`config.mk`:
```
export PLATFORM = sky130hd
export DESIGN_NAME = seven_seg_scan
export DESIGN_NICKNAME = d
export VERILOG_FILES = /design/src/rtl/seven_seg_scan.sv
export SDC_FILE = /design/constraint.sdc
export NUM_CORES = 1
export LEC_CHECK = 0
export BUFFER_PORTS_ARGS = -buffer_cell sky130_fd_sc_hd__buf_2
export CAP_MARGIN = 20
export CORE_ASPECT_RATIO = 1.75
export CORE_MARGIN = 1
export CORE_UTILIZATION = 53
export DETAILED_ROUTE_END_ITERATION = 10
export GPL_TIMING_DRIVEN = 0
export PLACE_DENSITY_LB_ADDON = 0.15
export SLEW_MARGIN = 20
export SYNTH_ARGS = -nofsm -noshare
export SYNTH_HDL_FRONTEND = slang
export SYNTH_SLANG_ARGS = --single-unit
```
`constraint.sdc`:
```
create_clock -name clk -period 3.8 [get_ports clk]
set_clock_uncertainty 0.2 [all_clocks]
set_input_delay 0.76 -clock clk [delete_from_list [all_inputs] [get_ports clk]]
set_output_delay 0.76 -clock clk [all_outputs]
set_load 0.005 [all_outputs]
```
`src/rtl/seven_seg_scan.sv`:
```
// Four-digit multiplexed seven-segment driver with frame-synchronous double buffering.
// Outputs are registered from next-state values so they track div_cnt/digit_idx with no lag.
module seven_seg_scan #(
  parameter int unsigned DIV = 25000
) (
  input  logic        clk,
  input  logic        rst,
  input  logic [15:0] data_in,
  input  logic [3:0]  dp_in,
  input  logic        load,
  input  logic        lzb,
  output logic [6:0]  seg,
  output logic        dp,
  output logic [3:0]  an,
  output logic        pending
);

  localparam int unsigned CW = (DIV > 2) ? $clog2(DIV) : 1;

  logic [CW-1:0] div_cnt_q, div_cnt_d;
  logic [1:0]    digit_idx_q, digit_idx_d;
  logic [19:0]   disp_q, disp_d;
  logic [19:0]   shadow_q, shadow_d;
  logic          pending_q, pending_d;
  logic [6:0]    seg_q, seg_d;
  logic          dp_q, dp_d;
  logic [3:0]    an_q, an_d;

  logic          div_wrap, frame_end, blank, dp_bit;
  logic [3:0]    nib;

  function automatic logic [6:0] hex2seg(input logic [3:0] v);
    case (v)
      4'h0: hex2seg = 7'b1000000;
      4'h1: hex2seg = 7'b1111001;
      4'h2: hex2seg = 7'b0100100;
      4'h3: hex2seg = 7'b0110000;
      4'h4: hex2seg = 7'b0011001;
      4'h5: hex2seg = 7'b0010010;
      4'h6: hex2seg = 7'b0000010;
      4'h7: hex2seg = 7'b1111000;
      4'h8: hex2seg = 7'b0000000;
      4'h9: hex2seg = 7'b0010000;
      4'hA: hex2seg = 7'b0001000;
      4'hB: hex2seg = 7'b0000011;
      4'hC: hex2seg = 7'b1000110;
      4'hD: hex2seg = 7'b0100001;
      4'hE: hex2seg = 7'b0000110;
      default: hex2seg = 7'b0001110;
    endcase
  endfunction

  always_comb begin
    div_wrap    = (div_cnt_q == CW'(DIV - 1));
    frame_end   = div_wrap && (digit_idx_q == 2'd3);
    div_cnt_d   = div_wrap ? '0 : div_cnt_q + 1'b1;
    digit_idx_d = div_wrap ? digit_idx_q + 2'd1 : digit_idx_q;

    // Shadow is read before this edge's load lands, so a coincident load waits a frame.
    disp_d    = (frame_end && pending_q) ? shadow_q : disp_q;
    shadow_d  = load ? {dp_in, data_in} : shadow_q;
    pending_d = load ? 1'b1 : (frame_end ? 1'b0 : pending_q);

    nib    = disp_d[3:0];
    dp_bit = disp_d[16];
    blank  = 1'b0;
    case (digit_idx_d)
      2'd0: begin nib = disp_d[3:0];   dp_bit = disp_d[16]; end
      2'd1: begin nib = disp_d[7:4];   dp_bit = disp_d[17]; blank = lzb && (disp_d[15:4] == 12'h000); end
      2'd2: begin nib = disp_d[11:8];  dp_bit = disp_d[18]; blank = lzb && (disp_d[15:8] == 8'h00); end
      default: begin nib = disp_d[15:12]; dp_bit = disp_d[19]; blank = lzb && (disp_d[15:12] == 4'h0); end
    endcase

    an_d  = 4'b1111;
    seg_d = 7'b1111111;
    dp_d  = 1'b1;
    // First cycle of each dwell stays dark so the anode switch never shows stale segments.
    if ((div_cnt_d != '0) && !blank) begin
      an_d  = ~(4'b0001 << digit_idx_d);
      seg_d = hex2seg(nib);
      dp_d  = ~dp_bit;
    end
  end

  always_ff @(posedge clk or posedge rst) begin
    if (rst) begin
      div_cnt_q   <= '0;
      digit_idx_q <= 2'd0;
      disp_q      <= '0;
      shadow_q    <= '0;
      pending_q   <= 1'b0;
      an_q        <= 4'b1111;
      seg_q       <= 7'b1111111;
      dp_q        <= 1'b1;
    end else begin
      div_cnt_q   <= div_cnt_d;
      digit_idx_q <= digit_idx_d;
      disp_q      <= disp_d;
      shadow_q    <= shadow_d;
      pending_q   <= pending_d;
      an_q        <= an_d;
      seg_q       <= seg_d;
      dp_q        <= dp_d;
    end
  end

  assign seg     = seg_q;
  assign dp      = dp_q;
  assign an      = an_q;
  assign pending = pending_q;

endmodule

```
==> run metrics, run 1 <==
outcome=completed; TritonRoute pass-1 iters=4; Gate power share=3.4%; cts bufs inserted=9; Sw Ratio=between 20% and 30%; synthesized cell area=3600 sq um; Data required, critical path=~3.9 ns; worst-margin pin slew=0.518 ns; # diodes=0; CTS tree=yes; fin crit share=between 90 and 100%; WL/cell=about 16 um; largest net degree at the start of global routing=53; CTS Hold Bufs=0; overall routing resource usage=22.9%; Critical R2R Launch=div_cnt_q[0]$_DFF_PP0_; power share of the clock group=51.8%; Yosys reg bits=70; row cnt=39; Syn Area/Cell=11.5 sq um; Core Box Area=6540 sq um; crit start category=flip-flop; Cell Int Power=0.00138 W; critical path capture point type=flip-flop; Power Density=399 nW/um^2; Static Leak=about 2.1 nW; RePlAce Congestion=around 0.95; Adder-Cell Fraction of Synth Area=4.17%; DRC viols=0; global-route wire length before repair=about 12000 um; Max Fclk=280 MHz; Die ar.=7130 sq um; multiplexer share of the synthesized area=around 14%; post-synthesis simple-gate area fraction=14.2%; Final Instance Area=4370 sq um; share of cells above drive strength 1=38.6%; drt total wl=7420 um; ys flop type=dfrtp_1; io pins=37; clock buffer depth=2; post-route ant nets=0; largest family of logic cells by synthesized area=simple AND/OR/NAND/NOR gates; commonest non-fill, non-tap cell in the layout=dfrtp_1; min Tclk post-route=3.57 ns; clock sinks=70; Area Growth Syn to Fin=21.5%; vias in the first global route=2565; die height=111 um; max cap viols=0; H-Tree Depth=3; DP HPWL=5350 um; post-synth cell types=between 50 and 60; Worst Reg2Reg Path Length in Cells=16; grt total ovfl=0; Slew headroom=65.5%; final hold slack=0.178 ns; Final Power=0.00174 W; CP max FO=10; dpl ws=-0.728 ns; Post-Synth XOR/XNOR Area=3.90%; Flop pwr share=44.8%; Worst R2R End=seg[3]$_DFF_PP1_; Gate Count Post-Synth=312; Final Hold Viols=0; most frequent cells in the layout=dfrtp_1, buf_2, nand2_1; Worst-Skew Late Latency=about 0.33 ns; Final Max Slew Viols=0; number of flops mapped to enable cells by yosys=0; sequential area share after synthesis=49.1%; vias=2497; clk slew on worst S/H paths=0.06 ns; Worst R2R Setup Slack=about 0.23 ns; post-route setup slack=0.233 ns; Yosys warning count=0; area fraction in compound gates after synthesis=10.8%; dpl cell area=3910 sq um; IO Port Bufs=36; DRC marker count from the first detailed-route iteration=103; CTS root buf=clkbuf_16; Mapped Nets=roughly 350; critical path class=reg -> reg; nets=399; maximum VDD drop=345 uV; post-synthesis async set-or-reset flop share=100%; Net Sw Power=between 0.0003 and 0.0004 W; Worst Hold Class=in -> async; count of final setup violators=0; initial antenna violation count=0; Worst EP arrival=~3.6 ns; Via density=approximately 5.5; Initial Utilization=55.0%; Die Wd=64.3 um
[cell families after synthesis]
logic type | after synthesis
adder cells (fa/ha/maj) | 12
multiplexers | 44
buffers and inverters | 32
AO/OA/AOI/OAI | 42
AND/OR/NAND/NOR | 96
XOR/XNOR | 16
flip-flops | 70
[cells in the mapped netlist (all sizes together), types with 2 or more instances]
library cell / number / area [sq um]
nand2: 37 / 149
o21ai: 2 / 10.0
nand3b: 2 / 15.0
o211ai: 6 / 65.1
and4bb: 2 / 25.0
a2111oi: 2 / 55.1
and2: 2 / 12.5
inv: 16 / 60.1
a21bo: 2 / 20.0
mux2: 32 / 372
o221ai: 2 / 23.8
and4: 3 / 26.3
a21o: 2 / 15.0
xnor2: 9 / 78.8
nand4: 4 / 31.3
nor2: 19 / 76.3
buf: 9 / 65.1
dfstp: 12 / 315
ha: 12 / 150
mux2i: 12 / 120
a31oi: 4 / 25.0
dfrtp: 58 / 1450
nand3: 10 / 50.1
o31a: 2 / 17.5
xor2: 7 / 61.3
nor3: 4 / 20.0
nor4: 6 / 37.5
clkbuf: 7 / 26.3
a2111o: 2 / 22.5
a21oi: 6 / 30.0
a22oi: 4 / 30.0
[worst max path at each step]
| stage | startpoint | end | slack (ns) |
|---|---|---|---|
| global route | div_cnt_q[0]$_DFF_PP0_ | seg[4]$_DFF_PP1_ | -0.005 |
| CTS | div_cnt_q[0]$_DFF_PP0_ | seg[0]$_DFF_PP1_ | 0.01 |
| floorplan | div_cnt_q[0]$_DFF_PP0_ | seg[0]$_DFF_PP1_ | 0.04 |
| finish | div_cnt_q[0]$_DFF_PP0_ | seg[3]$_DFF_PP1_ | 0.23 |
| global placement | div_cnt_q[0]$_DFF_PP0_ | seg[0]$_DFF_PP1_ | -0.70 |
| detailed placement | div_cnt_q[0]$_DFF_PP0_ | seg[0]$_DFF_PP1_ | -0.73 |
[sequential cells by signal, summed over array words and instances (netlist names)]
signal,flops
digit_idx_q,2
dp,1
shadow_q,20
disp_q,20
an,4
div_cnt_q,15
pending,1
seg,7
[timing repair]
item / CTS / global route
resized for setup: 13 / 11
setup endpoints to repair: 12 / 7
pin swaps: 3 / 4
buffers inserted: 1 / 5
gates cloned: 0 / 0
[cell type report]
cell class,instances,area [sq um]
clock buffer,10,229
tap,82,103
clock inverter,6,93.8
timing repair buffer,43,253
buffer,13,92.6
fill,535,2170
multi-input combinational,210,1770
sequential,70,1770
inverter,16,62.6
[through the flow]
stage          std cells  utilization, %  setup TNS (ns)
6_report             450            66.8               0
5_1_grt              450            66.8        -0.00523
4_1_cts              445            65.3               0
3_5_place_dp         431            59.8           -5.40
3_3_place_gp         430            59.3           -5.06
2_1_floorplan        312               -               0
[critical path, stage by stage (launching register included)]
cell	delay (ns)
dfrtp_1	0.41
ha_2	0.25
and4bb_1	0.26
nand2_1	0.10
nor2_4	0.16
buf_8	0.17
mux2i_4	0.28
inv_2	0.10
ha_4	0.20
clkbuf_2	0.20
a21oi_1	0.18
a22oi_2	0.13
buf_4	0.17
ha_1	0.24
nand3_1	0.09
o211ai_1	0.12
a21bo_1	0.23
[power groups by stage]
stage               Clock, W  Sequential (W)  Combinational (W)
global route        0.000948        0.000783          0.0000669
CTS                 0.000916        0.000781          0.0000613
floorplan                  0        0.000789          0.0000375
finish              0.000903        0.000781          0.0000591
detailed placement         0        0.000794          0.0000612
global placement           0        0.000793          0.0000547
[per-layer routing]
layer	GRT usage, %	wire [um]
met3	4.53	175
met1	25.1	2930
met5	0	0
met4	8.30	112
met2	42.1	4210
Note: power is estimated with default switching activity, not from simulation.
==> run 2, diff against run 1 <==
--- a/config.mk
+++ b/config.mk
@@ -9,7 +9,8 @@
 export CAP_MARGIN = 20
 export CORE_ASPECT_RATIO = 1.75
 export CORE_MARGIN = 1
-export CORE_UTILIZATION = 53
+export CORE_UTILIZATION = 55
+export CTS_BUF_LIST = sky130_fd_sc_hd__clkbuf_8
 export DETAILED_ROUTE_END_ITERATION = 10
 export GPL_TIMING_DRIVEN = 0
 export PLACE_DENSITY_LB_ADDON = 0.15
==> run 2 against run 1 <==
Wire length up 0.20%; worst hold slack improved by 0.038 ns; cell count is 0.67% lower; critical endpoint is now seg[0]$_DFF_PP1_; largest power group is now sequential cells.
==> run metrics, run 2 (synthesized netlist as in run 1, its figures left out) <==
Worst Reg2Reg Path Length in Cells=14 (-2); Max Fclk=274 MHz (-2.1%); Data required, critical path=3.83 ns (-0.02 ns); share of cells above drive strength 1=38.7% (+0.11 points); Worst R2R End=seg[0]$_DFF_PP1_; Slew headroom=59.7% (-5.8 points); IO Port Bufs=36 (unchanged); vias in the first global route=2636 (+2.8%); Worst-Skew Late Latency=0.36 ns (+0.03 ns); dpl ws=-0.900 ns (-0.172 ns); DRC marker count from the first detailed-route iteration=97 (-5.8%); met3 GRT Util=5.13% (+0.60 points); clock buffer depth=2 (unchanged); DRC viols=0 (unchanged); DP HPWL=5420 um (+1.1%); count of final setup violators=0 (unchanged); die height=109 um (-1.8%); grt total ovfl=0 (unchanged); vias=2532 (+1.4%); post-route ant nets=0 (unchanged); worst-margin pin slew=0.605 ns (+0.0870 ns); Final Instance Area=4220 sq um (-3.4%); nets=398 (-0.25%); overall routing resource usage=23.9% (+1.0 points); outcome=completed; io pins=37 (unchanged); max cap viols=0 (unchanged); Filler cells=502 (-6.2%); CP max FO=10 (unchanged); crit path capture=seg[0]$_DFF_PP1_; H-Tree Depth=3 (unchanged); commonest non-fill, non-tap cell in the layout=dfrtp_1; Final Power=0.00142 W (-19%); min Tclk post-route=3.64 ns (+0.0771 ns); grt met1 use=25.6% (+0.53 points); CP startpoint=div_cnt_q[0]$_DFF_PP0_; crit start category=flip-flop; Static Leak=2.00 nW (-2.7%); Area Growth Syn to Fin=17.3%; Power Density=336 nW/um^2 (-16%); Final Max Slew Viols=0 (unchanged); initial antenna violation count=0 (unchanged); Core Box Area=6280 sq um (-4.0%); Worst EP arrival=3.68 ns (+0.06 ns); fin crit share=95.9% (+2.0 points); TritonRoute pass-1 iters=4 (unchanged); dpl cell area=3900 sq um (-0.26%); Die ar.=6880 sq um (-3.5%); drt total wl=7440 um (+0.20%); CTS Hold Bufs=0 (unchanged); WL/cell=16.6 um (+0.87%); RePlAce Congestion=0.872 (-8.0%); GRT met2 Usage=43.1% (+0.98 points); Via density=5.66 (+2.1%); maximum VDD drop=314 uV (-8.8%); Critical R2R Launch=div_cnt_q[0]$_DFF_PP0_; clk slew on worst S/H paths=0.07 ns (about the same); CTS root buf=clkbuf_8; critical path capture point type=flip-flop; # diodes=0 (unchanged); final setup TNS=0 ns (unchanged); global-route wire length before repair=12200 um (-0.73%); Worst Hold Class=in -> async; critical path class=reg -> reg; clock sinks=70 (unchanged); row cnt=38 (-2.6%); largest net degree at the start of global routing=37 (-30%); post-route setup slack=0.156 ns (-0.0771 ns); Worst R2R Setup Slack=0.16 ns (-0.08 ns); top flop regs=disp_q (20), shadow_q (20), div_cnt_q (15); Initial Utilization=57.3% (+2.3 points); most frequent cells in the layout=dfrtp_1, buf_2, nand2_1; cts bufs inserted=9 (unchanged); Final Hold Viols=0 (unchanged); global routing's busiest layer=met2; Die Wd=63.1 um (-1.8%); CTS tree=yes
==> run 2: worst max-delay path: stages, from the launching register on <==
cell and delay [ns]:
dfrtp_2 0.41, ha_2 0.24, and4bb_1 0.27, nand2_1 0.11, nor2_4 0.17, buf_8 0.17, mux2i_4 0.27, inv_1 0.15
ha_4 0.21, buf_2 0.19, a22oi_2 0.30, buf_4 0.18, ha_1 0.24, nor4_2 0.08, o31ai_1 0.35
==> run 2: area by class of cell <==
type | instances | area, sq um | share of cell area, %
sequential | 70 | 1770 | 41.9
multi-input combinational | 210 | 1770 | 41.9
inverter | 16 | 62.6 | 1.48
buffer | 13 | 92.6 | 2.19
clock inverter | 7 | 66.3 | 1.57
tap | 80 | 100 | 2.37
timing repair buffer | 42 | 238 | 5.63
clock buffer | 9 | 124 | 2.94
==> run 2: metrics by stage <==
step | utilization [%] | hold WS, ns | std cells
6_report | 67.2 | 0.216 | 447
5_1_grt | 67.2 | 0.242 | 447
2_1_floorplan | - | 0.234 | 312
3_5_place_dp | 62.1 | 0.265 | 429
4_1_cts | 66.5 | 0.231 | 447
3_3_place_gp | 61.8 | 0.254 | 428
==> run 2: metal layers <==
layer / share of wire, % / vias up
li1: - / 1201
met1: 38 / 1259
met2: 56 / 55
met3: 3.1 / 17
met4: 3.1 / 0
met5: 0 / -
==> run 2: how the worst min path moves through the flow <==
stage,startpoint,endpoint,cells past startpoint
after detailed placement,disp_q[18]$_DFF_PP0_,disp_q[18]$_DFF_PP0_,2
after global routing,rst,div_cnt_q[11]$_DFF_PP0_,2
after global placement,disp_q[18]$_DFF_PP0_,disp_q[18]$_DFF_PP0_,2
after CTS,rst,div_cnt_q[9]$_DFF_PP0_,2
final,rst,div_cnt_q[11]$_DFF_PP0_,2
after floorplan,disp_q[16]$_DFF_PP0_,disp_q[16]$_DFF_PP0_,2
==> run 2: power by group <==
group          internal, W  total [W]  switching [W]
clock network     0.000299   0.000580       0.000281
registers         0.000767   0.000780      0.0000130
logic            0.0000306  0.0000581      0.0000275
==> run 2: repair_timing <==
| item | CTS | global route |
|---|---|---|
| cloned | 0 | 0 |
| setup endpoints to repair | 12 | 6 |
| pin swaps | 3 | 2 |
| hold endpoints to repair | 0 | 0 |
| gates resized for setup | 15 | 11 |
| buffers inserted | 5 | 0 |
==> run 3, diff against run 2 <==
--- a/config.mk
+++ b/config.mk
@@ -7,7 +7,6 @@
 export LEC_CHECK = 0
 export BUFFER_PORTS_ARGS = -buffer_cell sky130_fd_sc_hd__buf_2
 export CAP_MARGIN = 20
-export CORE_ASPECT_RATIO = 1.75
 export CORE_MARGIN = 1
 export CORE_UTILIZATION = 55
 export CTS_BUF_LIST = sky130_fd_sc_hd__clkbuf_8
==> constraint.sdc (replaced) <==
create_clock -name clk -period 3.25 [get_ports clk]
set_clock_uncertainty 0.2 [all_clocks]
set_input_delay 0.65 -clock clk [delete_from_list [all_inputs] [get_ports clk]]
set_output_delay 0.65 -clock clk [all_outputs]
set_load 0.005 [all_outputs]
==> run 3 against run 2 <==
Cell count is 8.3% higher; register-to-register slack got worse by 0.23 ns; global-route usage down 0.099 points; the flow now finishes with violations (negative setup slack).
==> run metrics, run 3 (synthesized netlist as in run 1, its figures left out) <==
DRC viols=0 (unchanged); grt total ovfl=0 (unchanged); worst-margin pin slew=0.526 ns (-0.0784 ns); post-route setup slack=-0.0704 ns (-0.226 ns); Die ar.=6870 sq um (-0.19%); CP Buf/Inv Count=2 (-2); clock sinks=70 (unchanged); Post-Route Utilization=76.7% (+9.5 points); max cap viols=0 (unchanged); cts bufs inserted=9 (unchanged); fin cells=484 (+8.3%); fin crit share=102% (+6.3 points); DRC marker count from the first detailed-route iteration=157 (+62%); Slowest Stage Delay on Critical Path=0.43 ns (+0.02 ns); Filler cells=396 (-21%); commonest non-fill, non-tap cell in the layout=dfrtp_1; top flop regs=disp_q (20), shadow_q (20), div_cnt_q (15); Top Family by Delay on Critical Path=simple AND/OR/NAND/NOR gates; vias in the first global route=2600 (-1.4%); outcome=finished with violations; most frequent cells in the layout=dfrtp_1, buf_4, buf_2; # diodes=0 (unchanged); Core Box Area=6310 sq um (+0.60%); DP HPWL=4960 um (-8.3%); count of final setup violators=6 (+6); drt total wl=8540 um (+15%); critical path class=reg -> reg; Multi-input gate area=1970 sq um (+11%); Register Area=1770 sq um (unchanged); CP max FO=6 (-4); overall routing resource usage=23.8% (-0.099 points); row cnt=29 (-24%); critical path capture point type=flip-flop; IO Port Bufs=36 (unchanged); share of cells above drive strength 1=51.4% (+13 points); Final Max Slew Viols=0 (unchanged); Worst Hold Class=in -> async; CTS tree=yes; post-route ant nets=0 (unchanged); Slew headroom=64.9% (+5.2 points); Data required, critical path=3.30 ns (-0.53 ns); CTS root buf=clkbuf_8; CP Cell Sequence=ha_4 -> and4bb_1 -> nand2_1 -> nor2_4 -> clkbuf_16 -> mux2i_4 -> inv_4 -> ha_4 -> nand2_1 -> mux2i_2 -> a2111o_1 -> nand4_1 -> a21oi_2 -> o31ai_2; Final Hold Viols=0 (unchanged); Static Leak=2.27 nW (+13%); Via density=5.85 (+3.3%); Power Density=397 nW/um^2 (+18%); Die Wd=82.9 um (+31%); nets=438 (+10%); initial antenna violation count=0 (unchanged); WL/cell=17.6 um (+6.1%); clk slew on worst S/H paths=0.07 ns (about the same); vias=2831 (+12%); crit start category=flip-flop; largest net degree at the start of global routing=43 (+16%); Max Fclk=301 MHz (+9.7%); TritonRoute pass-1 iters=4 (unchanged); die height=82.9 um (-24%); CP max stage cell=dfrtp_2; Post-Place Cells=426 (-0.70%); Worst EP arrival=3.38 ns (-0.30 ns); dpl ws=-0.498 ns (+0.401 ns); Worst-Skew Late Latency=0.35 ns (about the same); H-Tree Depth=3 (unchanged); Area Growth Syn to Fin=34.7%; Initial Utilization=57.0% (-0.34 points); RePlAce Congestion=0.897 (+2.9%); clock buffer depth=2 (unchanged); maximum VDD drop=345 uV (+9.8%); failing checks=negative setup slack; io pins=37 (unchanged); RSZ-0062 raised after global routing=true; global-route wire length before repair=12900 um (+5.4%); min Tclk post-route=3.32 ns (-0.324 ns)
-- run 3: worst register-to-register path, stage by stage, from the launching register on --
cell and delay, ns:
dfrtp_2 0.43, ha_4 0.18, and4bb_1 0.24, nand2_1 0.10
nor2_4 0.15, clkbuf_16 0.17, mux2i_4 0.33, inv_4 0.10
ha_4 0.20, nand2_1 0.08, mux2i_2 0.09, a2111o_1 0.37
nand4_1 0.21, a21oi_2 0.09, o31ai_2 0.29
-- run 3: stage by stage --
| step | hold slack (ns) | TNS, ns | total power (W) | area [sq um] |
|---|---|---|---|---|
| 6_report | 0.0790 | -0.254 | 0.00192 | 4840 |
| 3_5_place_dp | 0.255 | -3.71 | 0.000999 | 3970 |
| 3_3_place_gp | 0.248 | -12.85 | 0.000991 | 3950 |
| 4_1_cts | 0.0852 | -0.0205 | 0.00193 | 4570 |
| 5_1_grt | 0.108 | -1.66 | 0.00198 | 4840 |
| 2_1_floorplan | 0.234 | -0.0667 | 0.000966 | 3670 |
-- run 3: report_power, final --
part | internal (W) | switching (W) | total, W
combinational | 0.0000360 | 0.0000314 | 0.0000674
clock | 0.000607 | 0.000335 | 0.000942
sequential | 0.000896 | 0.0000169 | 0.000913
total | 0.00154 | 0.000383 | 0.00192
-- run 3: repair_timing --
item                                   in CTS  in global routing
gates resized for setup                    32                 35
pin swaps                                  15                 28
hold buffers                                0                  0
gates cloned                                0                  1
setup endpoints to repair                  12                 12
endpoints found under the hold margin       0                  0
setup buffers                              27                 18
-- run 3: path summary, 6_finish.rpt --
path	endpoint	slack, ns	cells after the start	from
min	shadow_q[4]$_DFFE_PP0P_	0.08	2	rst
min in group clk	disp_q[16]$_DFF_PP0_	0.27	2	disp_q[16]$_DFF_PP0_
max	seg[0]$_DFF_PP1_	-0.07	14	div_cnt_q[0]$_DFF_PP0_
min reg2reg	disp_q[16]$_DFF_PP0_	0.27	2	disp_q[16]$_DFF_PP0_
max reg2reg	seg[0]$_DFF_PP1_	-0.07	14	div_cnt_q[0]$_DFF_PP0_
max in group asynchronous	an[3]$_DFF_PP1_	2.17	3	rst
-- run 3: metal layers --
layer	up-vias	track usage (%)	wire length, um
met5	-	0	0
met4	0	9.87	221
met3	20	5.67	367
met2	89	38.8	4270
met1	1433	30.6	3680
li1	1289	-	-
-- run 3: area by class of cell --
type,instances,share of cell area [%]
clock inverters,6,2.74
clock buffers,10,2.84
inverters,16,1.39
repair buffers,83,11.5
multi-input cells,210,40.7
flip-flops and latches,70,36.5
well taps,77,1.99
plain buffers,12,2.35
